## src/rtl/rom_arbiter_pkg.sv

```systemverilog
// rom_arbiter_pkg: shared widths, reset values and defaults for the instruction-ROM arbiter
package rom_arbiter_pkg;
  localparam int ADDR_W = 6;
  localparam int DATA_W = 32;
  localparam int STARVE_MAX_DEF = 4;
  localparam int CNT_W_DEF = 3;
  typedef logic [ADDR_W-1:0] addr_t;
  typedef logic [DATA_W-1:0] data_t;
  localparam data_t DATA_RST = '0;
endpackage

```

## src/rtl/rom_arbiter_if.sv

```systemverilog
// rom_arbiter_if: fetch port, load port and ROM-side signals of the ROM arbiter
interface rom_arbiter_if;
  import rom_arbiter_pkg::*;
  logic if_req;
  addr_t if_addr;
  logic if_flush;
  logic if_gnt;
  logic if_valid;
  data_t if_inst;
  logic ls_req;
  addr_t ls_addr;
  logic ls_gnt;
  logic ls_valid;
  data_t ls_data;
  addr_t rom_addr;
  logic rom_flush;
  data_t rom_inst;
  modport master (
    output if_req, if_addr, if_flush, ls_req, ls_addr, rom_inst,
    input if_gnt, if_valid, if_inst, ls_gnt, ls_valid, ls_data, rom_addr, rom_flush
  );
  modport slave (
    input if_req, if_addr, if_flush, ls_req, ls_addr, rom_inst,
    output if_gnt, if_valid, if_inst, ls_gnt, ls_valid, ls_data, rom_addr, rom_flush
  );
endinterface

```

## src/rtl/rom_starve_cnt.sv

```systemverilog
// rom_starve_cnt: saturating count of consecutive denied fetch cycles
module rom_starve_cnt
  import rom_arbiter_pkg::*;
#(
  parameter int STARVE_MAX = STARVE_MAX_DEF,
  parameter int CNT_W = CNT_W_DEF
) (
  input  logic clk,
  input  logic rst,
  input  logic clr,
  input  logic inc,
  output logic starve
);
  localparam logic [CNT_W-1:0] MAX = CNT_W'(STARVE_MAX);
  logic [CNT_W-1:0] cnt;
  always_ff @(posedge clk or posedge rst)
    if (rst) cnt <= '0;
    else if (clr) cnt <= '0;
    else if (inc && cnt != MAX) cnt <= cnt + 1'b1;
  assign starve = cnt >= MAX;
endmodule

```

## src/rtl/rom_arbiter.sv

```systemverilog
// rom_arbiter: shares the ROM read port between fetch and load, load first with a fetch starvation guard
module rom_arbiter
  import rom_arbiter_pkg::*;
#(
  parameter int STARVE_MAX = STARVE_MAX_DEF,
  parameter int CNT_W = CNT_W_DEF
) (
  input logic clk,
  input logic rst,
  rom_arbiter_if.slave bus
);
  logic starve, if_valid_q, fetch_wait;
  assign bus.ls_gnt = ~rst & bus.ls_req & ~(starve & bus.if_req & ~bus.if_flush);
  assign bus.if_gnt = ~rst & bus.if_req & ~bus.if_flush & ~bus.ls_gnt;
  assign bus.rom_addr = bus.ls_gnt ? bus.ls_addr : bus.if_addr;
  assign bus.rom_flush = bus.if_flush & ~bus.ls_gnt;
  assign bus.if_valid = if_valid_q & ~bus.if_flush;
  assign fetch_wait = bus.if_req & ~bus.if_gnt & ~bus.if_flush;
  rom_starve_cnt #(.STARVE_MAX(STARVE_MAX), .CNT_W(CNT_W)) u_cnt (
    .clk(clk),
    .rst(rst),
    .clr(~fetch_wait),
    .inc(fetch_wait),
    .starve(starve)
  );
  always_ff @(posedge clk or posedge rst)
    if (rst) begin
      if_valid_q <= 1'b0;
      bus.ls_valid <= 1'b0;
      bus.if_inst <= DATA_RST;
      bus.ls_data <= DATA_RST;
    end else begin
      if_valid_q <= bus.if_gnt;
      bus.ls_valid <= bus.ls_gnt;
      if (bus.if_gnt) bus.if_inst <= bus.rom_inst;
      if (bus.ls_gnt) bus.ls_data <= bus.rom_inst;
    end
endmodule
```

## src/flat_wrapper.sv

```systemverilog
// flat-port wrapper written by rule: the top's interface ports become plain ports
module rom_arbiter_flat import rom_arbiter_pkg::*;
#(
  parameter int STARVE_MAX = STARVE_MAX_DEF,
  parameter int CNT_W = CNT_W_DEF
)
  (clk, rst, bus_if_req, bus_if_addr, bus_if_flush, bus_ls_req, bus_ls_addr, bus_rom_inst, bus_if_gnt, bus_if_valid, bus_if_inst, bus_ls_gnt, bus_ls_valid, bus_ls_data, bus_rom_addr, bus_rom_flush);
  rom_arbiter_if bus_i ();
  input logic clk;
  input logic rst;
  input wire logic [$bits(bus_i.if_req)-1:0] bus_if_req;
  input wire logic [$bits(bus_i.if_addr)-1:0] bus_if_addr;
  input wire logic [$bits(bus_i.if_flush)-1:0] bus_if_flush;
  input wire logic [$bits(bus_i.ls_req)-1:0] bus_ls_req;
  input wire logic [$bits(bus_i.ls_addr)-1:0] bus_ls_addr;
  input wire logic [$bits(bus_i.rom_inst)-1:0] bus_rom_inst;
  output wire logic [$bits(bus_i.if_gnt)-1:0] bus_if_gnt;
  output wire logic [$bits(bus_i.if_valid)-1:0] bus_if_valid;
  output wire logic [$bits(bus_i.if_inst)-1:0] bus_if_inst;
  output wire logic [$bits(bus_i.ls_gnt)-1:0] bus_ls_gnt;
  output wire logic [$bits(bus_i.ls_valid)-1:0] bus_ls_valid;
  output wire logic [$bits(bus_i.ls_data)-1:0] bus_ls_data;
  output wire logic [$bits(bus_i.rom_addr)-1:0] bus_rom_addr;
  output wire logic [$bits(bus_i.rom_flush)-1:0] bus_rom_flush;
  assign bus_i.if_req = bus_if_req;
  assign bus_i.if_addr = bus_if_addr;
  assign bus_i.if_flush = bus_if_flush;
  assign bus_i.ls_req = bus_ls_req;
  assign bus_i.ls_addr = bus_ls_addr;
  assign bus_i.rom_inst = bus_rom_inst;
  assign bus_if_gnt = bus_i.if_gnt;
  assign bus_if_valid = bus_i.if_valid;
  assign bus_if_inst = bus_i.if_inst;
  assign bus_ls_gnt = bus_i.ls_gnt;
  assign bus_ls_valid = bus_i.ls_valid;
  assign bus_ls_data = bus_i.ls_data;
  assign bus_rom_addr = bus_i.rom_addr;
  assign bus_rom_flush = bus_i.rom_flush;
  rom_arbiter #(.STARVE_MAX(STARVE_MAX), .CNT_W(CNT_W)) u_core (.clk(clk), .rst(rst), .bus(bus_i));
endmodule
```

## config.mk

```make
export PLATFORM = sky130hd
export DESIGN_NAME = rom_arbiter_flat
export DESIGN_NICKNAME = d
export VERILOG_FILES = /design/src/rtl/rom_arbiter_pkg.sv /design/src/rtl/rom_arbiter_if.sv /design/src/rtl/rom_starve_cnt.sv /design/src/rtl/rom_arbiter.sv /design/src/flat_wrapper.sv
export SDC_FILE = /design/constraint.sdc
export NUM_CORES = 1
export LEC_CHECK = 0
export BUFFER_PORTS_ARGS = -buffer_cell sky130_fd_sc_hd__buf_2
export CORE_AREA = 5 5 80 82
export CTS_CLUSTER_SIZE = 25
export DETAILED_ROUTE_END_ITERATION = 8
export DIE_AREA = 0 0 85 87
export PLACE_DENSITY = 0.94
export SLEW_MARGIN = 30
export SYNTH_ARGS = -nofsm -noshare
export SYNTH_HDL_FRONTEND = slang
export SYNTH_SLANG_ARGS = --single-unit
export TNS_END_PERCENT = 10
```

## constraint.sdc

```tcl
create_clock -name clk -period 9 [get_ports clk]
set_input_delay 2.7 -clock clk [delete_from_list [all_inputs] [get_ports clk]]
set_output_delay 2.7 -clock clk [all_outputs]
set_load 0.02 [all_outputs]
```

==> results.py <==
metrics = {
    "route": {
        "detail-route-antenna-nets": 0,
        "wl_met1_um": 2120,
        "top_layer_used": "met4",
        "dr_wl_met3_um": 598,
        "vias": 1856,
        "drc": 0,
        "first_iter_violations": 36,
        "wl_met2_um": 2950,
        "wl_um": 5750,
        "first_pass_iters": 3,
        "wire_per_inst_um": 15.1,
        "vias_per_cell": 4.88,
    },
    "cts": {
        "tritoncts": "done",
        "clkSinkCount": 69,
        "numCtsBuffers": 9,
        "root_buffer": "clkbuf_8",
        "postCtsHoldBufs": 0,
        "cts_buffer_depth": 2,
        "htreeDepth": 3,
        "cts_setup_buffers": 0,
        "post_cts_resized": 0,
        "clk_pin_slew_worst_paths_ns": 0.06,
        "clk-insertion-delay-late_ns": 0.33,
    },
    "setup_path": {
        "cp.arrival_ns": 4.02,
        "crit_slowest_cell": "nand3_4",
        "critPathKind": "in2out",
        "crit_required_ns": 6.30,
        "crit_path_end_kind": "output port",
        "reg2reg_slack_ns": 7.36,
        "critPathMaxStageDelay_ns": 0.44,
        "worst-path-max-fanout": 40,
        "crit_chain": "buf_2 > nand3b_1 > nand3_4 > mux2_2 > buf_2",
        "startpoint_type": "input pin",
        "cp_common_cell": "buf_2",
    },
    "die": {
        "io_pins": 124,
        "initial_core_util_pct": 47.9,
        "die_h_um": 87,
        "core_area_um2": 5680,
        "die_w_um": 85,
        "rows": 28,
        "die-area_um2": 7400,
    },
    "global_route": {
        "grt_pass1_vias": 2036,
        "grt_max_degree": 70,
        "antenna_found_initial": 0,
        "globalRouteOverflowTotal": 0,
        "grt_pass1_wl_um": 9430,
        "track_usage_pct": 16.3,
    },
    "timing": {
        "period_share_pct": 74.6,
        "tns_ns": 0,
        "holdWs_ns": 0.503,
        "setup_viol": 0,
        "finalMaxSlewViolations": 0,
        "worst_pin_slew_ns": 0.542,
        "hold_viol": 0,
        "setup_slack_ns": 2.28,
        "fmax_ghz": 0.149,
        "fin_skew_ns": 0.00647,
        "fin_crit_ns": 6.72,
        "rsz0062_at_grt": "false",
        "slew_headroom_pct": 63.9,
    },
    "status": {
        "status": "complete, no violations",
    },
    "placed_design": {
        "dpl_worst_slack_ns": 1.86,
        "globalplace.congestion": 0.722,
        "numPortBuffers": 123,
        "hpwl_um": 4220,
    },
    "finish": {
        "final_common_cell": "buf_2",
        "nets": 351,
        "final_util_pct": 63.6,
        "diodes": 0,
        "final_cell_mix": "123 x buf_2, 70 x mux2_2, 69 x dfrtp_1, 10 x clkbuf_8",
        "drive_above_1_share_pct": 69.8,
        "fillers": 455,
        "area_delta_synth_final_pct": 33.0,
    },
    "power": {
        "cellLeakagePower_nw": 1.78,
        "power.density_nw_per_um2": 236,
        "ir_worst_vdd_v": 0.000170,
    },
    "logic_synthesis": {
        "syn_area_um2": 2720,
        "syn_avg_cell_area_um2": 16.0,
        "netlist_instances": 170,
        "ys_warn_count": 0,
        "yosysUniqueCellTypes": 17,
        "synth_nets": 221,
        "ys_ff_latch": 69,
        "synth_seq_area_share_pct": 63.6,
    },
    "hold_path": {
        "hp-class": "reg2reg",
    },
    "flow_run": {
        "max_cap_violations": 0,
    },
}
[final cells by class]
cell class              instances  area [um^2]  area share (%)
repair buffers                126          651            18.0
clock buffers                  12          145            4.02
flip-flops and latches         69         1730            47.8
inverters                       4         15.0           0.416
multi-input cells              90          933            25.8
clock inverters                 4         47.5            1.32
well taps                      75         93.8            2.60
[synth_stat cells]
master,n,share of area (%)
nor2b_1,3,0.69
dfrtp_1,69,64
ha_1,2,0.92
nor3_1,1,0.18
nand3b_1,1,0.28
buf_6,3,1.2
nand3_1,2,0.37
nor2_1,3,0.41
xnor2_1,1,0.32
nor3b_4,1,0.69
a21oi_1,1,0.18
inv_1,4,0.55
and2_1,1,0.23
buf_2,4,0.74
o21ai_0,1,0.18
mux2_2,70,29
nand2_1,3,0.41
[state kept, by name, summed over array words and instances, names as in the netlist]
| name | flops |
|---|---|
| u_core.bus.if_inst | 32 |
| u_core.bus.ls_data | 32 |
| u_core.u_cnt.cnt | 3 |
| u_core.bus.ls_valid | 1 |
| u_core.if_valid_q | 1 |
[cells by family (layout without fill, tap and decap cells)]
logic type / after synthesis / count (layout) / share of synthesized area (%)
multiplexers: 70 / 70 / 29.0
AO/OA/AOI/OAI: 2 / 2 / 0.368
adder cells (fa/ha/maj): 2 / 2 / 0.921
AND/OR/NAND/NOR: 15 / 15 / 3.27
buffers and inverters: 11 / 146 / 2.53
flip-flops: 69 / 69 / 63.6
XOR/XNOR: 1 / 1 / 0.322
[final timing paths]
check,start,cells past startpoint,to
min reg2reg,u_core.bus.ls_data[27],1,u_core.bus.ls_data[27]
min in group asynchronous,rst,3,u_core.u_cnt.cnt[2]
max in group asynchronous,rst,4,u_core.bus.ls_data[11]
max,bus_if_flush,5,bus_rom_addr[2]
min,u_core.bus.ls_data[27],1,u_core.bus.ls_data[27]
max reg2reg,u_core.u_cnt.cnt[2],4,u_core.bus.if_inst[10]
[worst max-delay path: cells and delay by family]
family | cells | cell delay [ns]
buffers and inverters | 2 | 0.27
muxes | 1 | 0.40
and+or+nand+nor | 2 | 0.63
[layer usage]
metal  up-vias  global-route usage (%)
li1        860                       -
met1       903                    17.3
met4         0                    5.61
met3        11                    7.57
met2        82                    28.6
met5         -                       0
[power by group]
group | switching (mW) | internal [mW]
clock network | 0.109 | 0.135
registers | 0.0267 | 0.364
logic | 0.126 | 0.0917
total | 0.262 | 0.591
[through the flow]
step | std cells | instance area, um^2 | power [mW]
after global routing | 380 | 3610 | 0.900
after floorplan | 170 | 2720 | 0.530
final | 380 | 3610 | 0.853
after global placement | 363 | 3390 | 0.607
after CTS | 379 | 3580 | 0.864
after detailed placement | 363 | 3390 | 0.617
Note: power is estimated with default switching activity, not from simulation.
